File: src/rtl/ex_operand_stage.sv
// ID/EX pipeline register with MEM/WB operand forwarding for the execute stage.
// Drives the ALU operands, the forwarded store data and the destination tag to EX/MEM.
module ex_operand_stage #(
    parameter int XLEN = 32,
    parameter int RAW  = 5
) (
    input  logic            CLK,
    input  logic            RST,
    input  logic            STALL_E,
    input  logic            FLUSH_E,
    input  logic            VALID_D,
    input  logic [3:0]      ALUOP_D,
    input  logic [RAW-1:0]  RA1_D,
    input  logic [RAW-1:0]  RA2_D,
    input  logic [XLEN-1:0] RD1_D,
    input  logic [XLEN-1:0] RD2_D,
    input  logic [XLEN-1:0] IMM_D,
    input  logic            IMMSEL_D,
    input  logic [RAW-1:0]  WA_D,
    input  logic            REGWRITE_D,
    input  logic            REGWRITE_M,
    input  logic [RAW-1:0]  WA_M,
    input  logic [XLEN-1:0] ALUOUT_M,
    input  logic            REGWRITE_W,
    input  logic [RAW-1:0]  WA_W,
    input  logic [XLEN-1:0] RESULT_W,
    output logic [3:0]      ALUOP_E,
    output logic [XLEN-1:0] ALUSRC1,
    output logic [XLEN-1:0] ALUSRC2,
    output logic [XLEN-1:0] STOREDATA_E,
    output logic [RAW-1:0]  WA_E,
    output logic            REGWRITE_E,
    output logic            VALID_E
);

    logic            e_valid;
    logic [3:0]      e_aluop;
    logic [RAW-1:0]  e_ra1;
    logic [RAW-1:0]  e_ra2;
    logic [XLEN-1:0] e_opa;
    logic [XLEN-1:0] e_opb;
    logic [XLEN-1:0] e_imm;
    logic            e_immsel;
    logic [RAW-1:0]  e_wa;
    logic            e_regwrite;

    logic [XLEN-1:0] fwd1;
    logic [XLEN-1:0] fwd2;

    // MEM is the younger producer, so it wins over WB; r0 is an ordinary register here.
    always_comb begin
        fwd1 = e_opa;
        if (REGWRITE_M && (WA_M == e_ra1))
            fwd1 = ALUOUT_M;
        else if (REGWRITE_W && (WA_W == e_ra1))
            fwd1 = RESULT_W;

        fwd2 = e_opb;
        if (REGWRITE_M && (WA_M == e_ra2))
            fwd2 = ALUOUT_M;
        else if (REGWRITE_W && (WA_W == e_ra2))
            fwd2 = RESULT_W;
    end

    always_ff @(posedge CLK or posedge RST) begin
        if (RST) begin
            e_valid    <= 1'b0;
            e_aluop    <= '0;
            e_ra1      <= '0;
            e_ra2      <= '0;
            e_opa      <= '0;
            e_opb      <= '0;
            e_imm      <= '0;
            e_immsel   <= 1'b0;
            e_wa       <= '0;
            e_regwrite <= 1'b0;
        end else if (FLUSH_E) begin
            e_valid    <= 1'b0;
            e_aluop    <= '0;
            e_ra1      <= '0;
            e_ra2      <= '0;
            e_opa      <= '0;
            e_opb      <= '0;
            e_imm      <= '0;
            e_immsel   <= 1'b0;
            e_wa       <= '0;
            e_regwrite <= 1'b0;
        end else if (STALL_E) begin
            // Keep control, but refresh operands so a value retiring from WB is not lost.
            e_opa <= fwd1;
            e_opb <= fwd2;
        end else begin
            e_valid    <= VALID_D;
            e_aluop    <= VALID_D ? ALUOP_D : 4'd0;
            e_ra1      <= RA1_D;
            e_ra2      <= RA2_D;
            e_opa      <= RD1_D;
            e_opb      <= RD2_D;
            e_imm      <= IMM_D;
            e_immsel   <= IMMSEL_D;
            e_wa       <= WA_D;
            e_regwrite <= VALID_D & REGWRITE_D;
        end
    end

    assign ALUSRC1     = fwd1;
    assign ALUSRC2     = e_immsel ? e_imm : fwd2;
    assign STOREDATA_E = fwd2;
    assign ALUOP_E     = e_aluop;
    assign WA_E        = e_wa;
    assign REGWRITE_E  = e_regwrite & e_valid;
    assign VALID_E     = e_valid;

endmodule

File: config.mk
export PLATFORM = sky130hd
export DESIGN_NAME = ex_operand_stage
export DESIGN_NICKNAME = d
export VERILOG_FILES = /design/src/rtl/ex_operand_stage.sv
export SDC_FILE = /design/constraint.sdc
export NUM_CORES = 1
export LEC_CHECK = 0
export BUFFER_PORTS_ARGS = -buffer_cell sky130_fd_sc_hd__buf_2
export CORE_UTILIZATION = 49
export DETAILED_ROUTE_END_ITERATION = 7
export GPL_TIMING_DRIVEN = 0
export PLACE_DENSITY = 0.89
export SYNTH_ARGS = -nofsm -noshare
export SYNTH_HDL_FRONTEND = slang
export SYNTH_SLANG_ARGS = --single-unit
File: constraint.sdc
create_clock -name CLK -period 4.4 [get_ports CLK]
set_input_delay 0.88 -clock CLK [delete_from_list [all_inputs] [get_ports CLK]]
set_output_delay 0.88 -clock CLK [all_outputs]
set_load 0.03 [all_outputs]
==> flow_metrics.py, run 1 <==
metrics = {
    "outcome": {
        "status": "complete, no violations",
    },
    "global_route": {
        "overflow": 0,
        "grt_pass1_vias": 8125,
        "grt_usage_pct": 35.3,
        "antenna_found_initial": 1,
        "grt_max_degree": 63,
        "grt_pass1_wl_um": 42900,
    },
    "synthesis": {
        "netlist_area_mm2": 0.00751,
        "synth-edff-count": 0,
        "ys_ff_latch": 118,
        "yosysMostFrequentCell": "nor2_1",
        "synth_area_leaders": "dfrtp_1 (39%), mux2i_1 (11%), nor2_1 (6.1%)",
        "synthArstFlopShare_pct": 100,
        "yosysUniqueCellTypes": 34,
        "yosys_warnings": 0,
        "synth_top_flop_cell": "dfrtp_1",
        "syn_nets": 991,
        "synthTopCellsByCount": "nor2_1 (122), dfrtp_1 (118), mux2i_1 (80)",
        "synthCells": 793,
        "ys_seq_area_share_pct": 39.3,
        "avgSynthCellArea_um2": 9.47,
        "synth_top_cell_area_share_pct": 39.3,
        "post-synth-top-area-cell": "dfrtp_1",
    },
    "timing": {
        "maxSlewHeadroom_pct": 39.5,
        "drv_slew": 0,
        "finalClockSkew_ps": 8.77,
        "tightest_slew_ps": 908,
        "period_needed_ps": 3770,
        "fin_setup_tns_ps": 0,
        "fin_crit_sh_pct": 85.8,
        "setup_ws_ps": 627,
        "fmax_mhz": 265,
        "setup-violations-final": 0,
        "hold_violations": 0,
        "rsz0062_at_grt": "no",
    },
    "critical_path": {
        "worstSetupPathType": "input port to output pin",
        "cp_data_arrival_time_ps": 2890,
        "cp-end-kind": "output pin",
        "slowest_stage": "clkbuf_1",
        "worstPathRequired_ps": 3520,
        "cp_cell_sequence": "buf_2, xor2_1, nor4_1, nand3_1, clkbuf_1, buf_2, a21oi_1, buf_2",
        "critical-path-top-delay-family": "buffers and inverters",
        "cp_max_fo": 10,
        "crit_buf_inv": 4,
        "start_kind": "input port",
        "crit_path_max_incr_delay_ps": 380,
        "cpMostUsedCell": "buf_2",
        "worst-r2r-setup-slack_ps": 1970,
    },
    "run": {
        "max-cap-violations": 0,
    },
    "floorplan": {
        "initial_core_util_pct": 50.9,
        "rows": 44,
        "ioPinCount": 305,
        "die_x_um": 126,
        "die_h_um": 126,
        "core-area_mm2": 0.0148,
        "die_area_mm2": 0.0158,
    },
    "routing": {
        "firstDrtPassIters": 5,
        "drt_wl_total_um": 27900,
        "vias": 8063,
        "drt_iter0_markers": 740,
        "post_drt_via_cell_ratio": 6.14,
        "final_antenna_net_count": 0,
        "wire_per_inst_um": 21.3,
        "drcViolationCount": 0,
    },
    "clock_network": {
        "holdBufCountCts": 0,
        "cts_tree": "done",
        "ctsHtreeMaxLevel": 4,
        "cts.sinks": 118,
        "clkTransAtPathRegs_ps": 50,
        "clock_latency_ps": 410,
        "cts_max_path_buffers": 2,
        "cts_buffers": 17,
        "cts_root_buf": "clkbuf_16",
        "cts_resized": 0,
        "cts_setup_buffers": 0,
    },
    "power_and_ir_drop": {
        "vdd_drop_max_v": 0.000245,
        "p_leak_nw": 5.12,
        "power_mw": 3.44,
        "pwr_density_cell_mw_per_mm2": 347,
    },
    "placed_design": {
        "hpwl_um": 20300,
        "place_ws_ps": 637,
        "port_buffers": 304,
        "place_congestion": 0.894,
    },
    "layout": {
        "drive_gt1_share_pct": 37.4,
        "fillCellCount": 1209,
        "syn2layout_area_growth_pct": 31.8,
        "final_nets": 1315,
        "utilization_pct": 67.1,
    },
    "worst_hold_path": {
        "min_path_type": "register to register",
    },
}
==> worst paths after layout <==
path | start | end | cells after the start
hold / removal | e_imm[22] | e_imm[22] | 2
setup reg to reg | e_ra1[2] | e_opa[1] | 6
setup / recovery | WA_M[2] | ALUSRC1[20] | 8
min in group asynchronous | RST | e_imm[4] | 2
hold reg to reg | e_imm[22] | e_imm[22] | 2
max in group asynchronous | RST | e_opb[19] | 3
==> routing by layer <==
layer,vias to the layer above,track usage (%),part of all wire [%]
li1,3555,-,-
met1,3841,42.4,38
met2,565,59.0,48
met3,102,8.07,9.4
met4,0,19.1,4.3
met5,-,0,0
==> flip-flops by register name (all words and copies together) (netlist names) <==
| name | cells |
|---|---|
| e_imm | 32 |
| e_opa | 32 |
| e_opb | 32 |
| WA_E | 5 |
| e_ra1 | 5 |
| e_ra2 | 5 |
| ALUOP_E | 4 |
| VALID_E | 1 |
| e_immsel | 1 |
| e_regwrite | 1 |
==> worst register-to-register path: cells and delay by family (launching register included) <==
family | cells | cell delay, ps
buffers and inverters | 1 | 530
and+or+nand+nor | 3 | 920
DFF | 1 | 410
AOI/OAI and AO/OA | 1 | 230
xor gates and xnor gates | 1 | 180
==> cell usage in the layout (no fill, tap or decap), types with 2 or more instances in the layout <==
master      Yosys  routed
buf_2          21     325
nor2_1        122     122
dfrtp_1       118     118
mux2i_1        80      80
a21oi_1        68      68
clkbuf_1       43      45
nand2_1        38      38
nand3_1        34      34
nor3_1         32      32
o221ai_1       32      32
a211o_1        32      32
o21ai_1        31      31
nand3b_1       31      31
mux2_2         31      31
a31oi_4        20      20
clkbuf_16       0      17
xnor2_1        12      12
a31oi_2         8       8
xor2_1          8       8
buf_1           6       6
buf_6           4       4
a31oi_1         4       4
clkinv_2        0       4
clkbuf_8        0       3
bufinv_16       0       3
and2_1          2       2
o21ai_0         2       2
nor4_1          2       2
nor2b_1         2       2
a22oi_1         2       2
clkinvlp_4      0       2
==> metrics by stage <==
step / hold WS (ps) / instances / instance area (um^2)
floorplan: 484 / 793 / 7510
global placement: 499 / 1281 / 9260
detailed placement: 512 / 1282 / 9290
CTS: 525 / 1313 / 9890
global route: 554 / 1313 / 9890
finish: 519 / 1314 / 9900
==> kinds of logic after synthesis <==
group           share of synthesized area [%]
simple gates                             16.6
compound gates                           21.7
flops                                    39.3
mux                                      15.5
buf+inv                                  4.60
xor+xnor                                 2.33
==> layout make-up <==
class	count	area [um^2]	area share [%]
well taps	184	230	2.33
multi-input cells	599	4210	42.6
inverters	1	8.76	0.0885
repair buffers	305	1550	15.7
clock buffers	22	474	4.79
plain buffers	75	342	3.45
clock inverters	9	125	1.26
diodes	1	2.50	0.0253
flip-flops and latches	118	2950	29.8
==> where the power goes <==
part	switching (mW)	total [mW]	internal [mW]
clock network	0.501	1.43	0.928
registers	0.0289	1.18	1.15
logic	0.537	0.831	0.294
total	1.07	3.44	2.37
No activity file was read; power rests on OpenSTA's default activity.
==> run 2, diff against run 1 <==
--- a/config.mk
+++ b/config.mk
@@ -7,6 +7,7 @@
 export LEC_CHECK = 0
 export BUFFER_PORTS_ARGS = -buffer_cell sky130_fd_sc_hd__buf_2
 export CORE_UTILIZATION = 49
+export CTS_BUF_LIST = sky130_fd_sc_hd__clkbuf_16
 export DETAILED_ROUTE_END_ITERATION = 7
 export GPL_TIMING_DRIVEN = 0
 export PLACE_DENSITY = 0.89
==> run 2 against run 1 <==
Against the previous run:
- sequential share of layout area increased by 0.091 points
- wire length about the same
- power is 1.7% lower
- clock skew shrank 0.56 ps
- count of clock-buffer cells in the layout is 5 lower
- highest routed layer unchanged
- global-route usage about the same
==> flow_metrics.py, run 2 (synthesis gave the netlist of run 1 again) <==
metrics = {
    "clock_network": {
        "cts_resized": 0,
        "clock_latency_ps": 410,
        "holdBufCountCts": 0,
        "cts_setup_buffers": 0,
        "cts_root_buf": "clkbuf_16",
        "ctsHtreeMaxLevel": 4,
        "cts_buffers": 17,
        "clkTransAtPathRegs_ps": 50,
        "cts_tree": "done",
        "cts_max_path_buffers": 2,
        "cts.sinks": 118,
    },
    "timing": {
        "tightest_slew_ps": 928,
        "fin_crit_sh_pct": 85.9,
        "setup_ws_ps": 621,
        "period_needed_ps": 3780,
        "hold_violations": 0,
        "fin_setup_tns_ps": 0,
        "maxSlewHeadroom_pct": 38.1,
        "fmax_mhz": 265,
        "finalHoldWorstSlack_ps": 519,
        "rsz0062_at_grt": "no",
        "finalClockSkew_ps": 8.21,
        "drv_slew": 0,
        "setup-violations-final": 0,
    },
    "global_route": {
        "antenna_found_initial": 1,
        "grt_pass1_wl_um": 42900,
        "grt_max_degree": 63,
        "grt_usage_pct": 35.3,
        "overflow": 0,
        "grt_pass1_vias": 8106,
    },
    "placed_design": {
        "place_ws_ps": 637,
        "hpwl_um": 20300,
        "port_buffers": 304,
        "place_congestion": 0.894,
        "placedInstanceArea_mm2": 0.00929,
    },
    "layout": {
        "mostFrequentLayoutCell": "buf_2",
        "finalInstanceArea_mm2": 0.00987,
        "final_cell_mix": "buf_2 (325), nor2_1 (122), dfrtp_1 (118)",
        "syn2layout_area_growth_pct": 31.4,
        "final_nets": 1315,
        "fillCellCount": 1215,
        "drive_gt1_share_pct": 37.1,
        "utilization_pct": 66.9,
        "reg_top3": "e_imm x32, e_opa x32, e_opb x32",
    },
    "power_and_ir_drop": {
        "vdd_drop_max_v": 0.000247,
        "p_leak_nw": 5.11,
        "pwr_density_cell_mw_per_mm2": 342,
    },
    "worst_hold_path": {
        "min_path_type": "register to register",
    },
    "floorplan": {
        "core-area_mm2": 0.0148,
        "initial_core_util_pct": 50.9,
        "die_area_mm2": 0.0158,
        "ioPinCount": 305,
        "die_h_um": 126,
        "rows": 44,
        "die_x_um": 126,
    },
    "routing": {
        "post_drt_via_cell_ratio": 6.11,
        "final_antenna_net_count": 0,
        "drt_iter0_markers": 798,
        "drt_wl_total_um": 27900,
        "drcViolationCount": 0,
        "firstDrtPassIters": 7,
        "wire_per_inst_um": 21.2,
        "vias": 8033,
    },
    "critical_path": {
        "cp-end-kind": "output pin",
        "crit_path_max_incr_delay_ps": 390,
        "cp_cell_sequence": "buf_2, xor2_1, nor4_1, nand3_1, clkbuf_1, buf_2, a21oi_1, buf_2",
        "slowest_stage": "clkbuf_1",
        "cpMostUsedCell": "buf_2",
        "worstPathRequired_ps": 3520,
        "start_kind": "input port",
        "cp_data_arrival_time_ps": 2900,
        "cp_max_fo": 10,
        "worstSetupPathType": "input port to output pin",
    },
    "run": {
        "max-cap-violations": 0,
    },
    "outcome": {
        "status": "complete, no violations",
    },
}
## run 2: changes by cell type in the layout (fill, tap and decap cells not counted), sizes merged
| cell | change |
|---|---|
| inv | +2 |
| clkinv | +3 |
| clkbuf | -5 |
## run 2: metrics by stage
stage / total power [mW] / instances
after floorplan: 1.71 / 793
after global placement: 2.00 / 1281
after detailed placement: 2.02 / 1282
after CTS: 3.38 / 1313
after global routing: 3.49 / 1313
final: 3.38 / 1314
## run 2: worst paths after layout
kind	to	slack [ps]	depth (start not counted)	startpoint
worst min-delay path	e_imm[22]	520	2	e_imm[22]
worst max register to register	e_opa[3]	1940	6	e_ra1[2]
worst min register to register	e_imm[22]	520	2	e_imm[22]
worst max-delay path	ALUSRC1[20]	620	8	WA_M[2]
min in group asynchronous	e_imm[1]	540	2	RST
max in group asynchronous	e_opb[19]	3140	3	RST
## run 2: routing by layer
layer  track usage, %  part of all wire, %  vias to the layer above  routed length, um
met5                0                    0                        -                  0
met4             19.0                  3.9                        0               1090
met3             8.20                  9.4                       90               2630
met2             58.9                   48                      539              13500
met1             42.4                   38                     3851              10700
li1                 -                    -                     3553                  -
## run 2: critical path, delay by kind of cell
kind | cells | cell delay [ps]
xor+xnor | 1 | 140
buf+inv | 4 | 1070
compound gates | 1 | 220
simple gates | 2 | 590
## run 2: layout make-up
type	instances	area, um^2	share of cell area [%]
tap	184	230	2.33
antenna	1	2.50	0.0254
timing repair buffer	305	1550	15.7
inverter	1	8.76	0.0888
buffer	75	342	3.46
multi-input combinational	599	4210	42.7
clock inverter	14	144	1.46
sequential	118	2950	29.9
clock buffer	17	425	4.31
## run 2: power breakdown
group	internal [mW]	switching (mW)	total, mW
clock network	0.871	0.499	1.37
logic	0.294	0.537	0.831
registers	1.15	0.0286	1.18
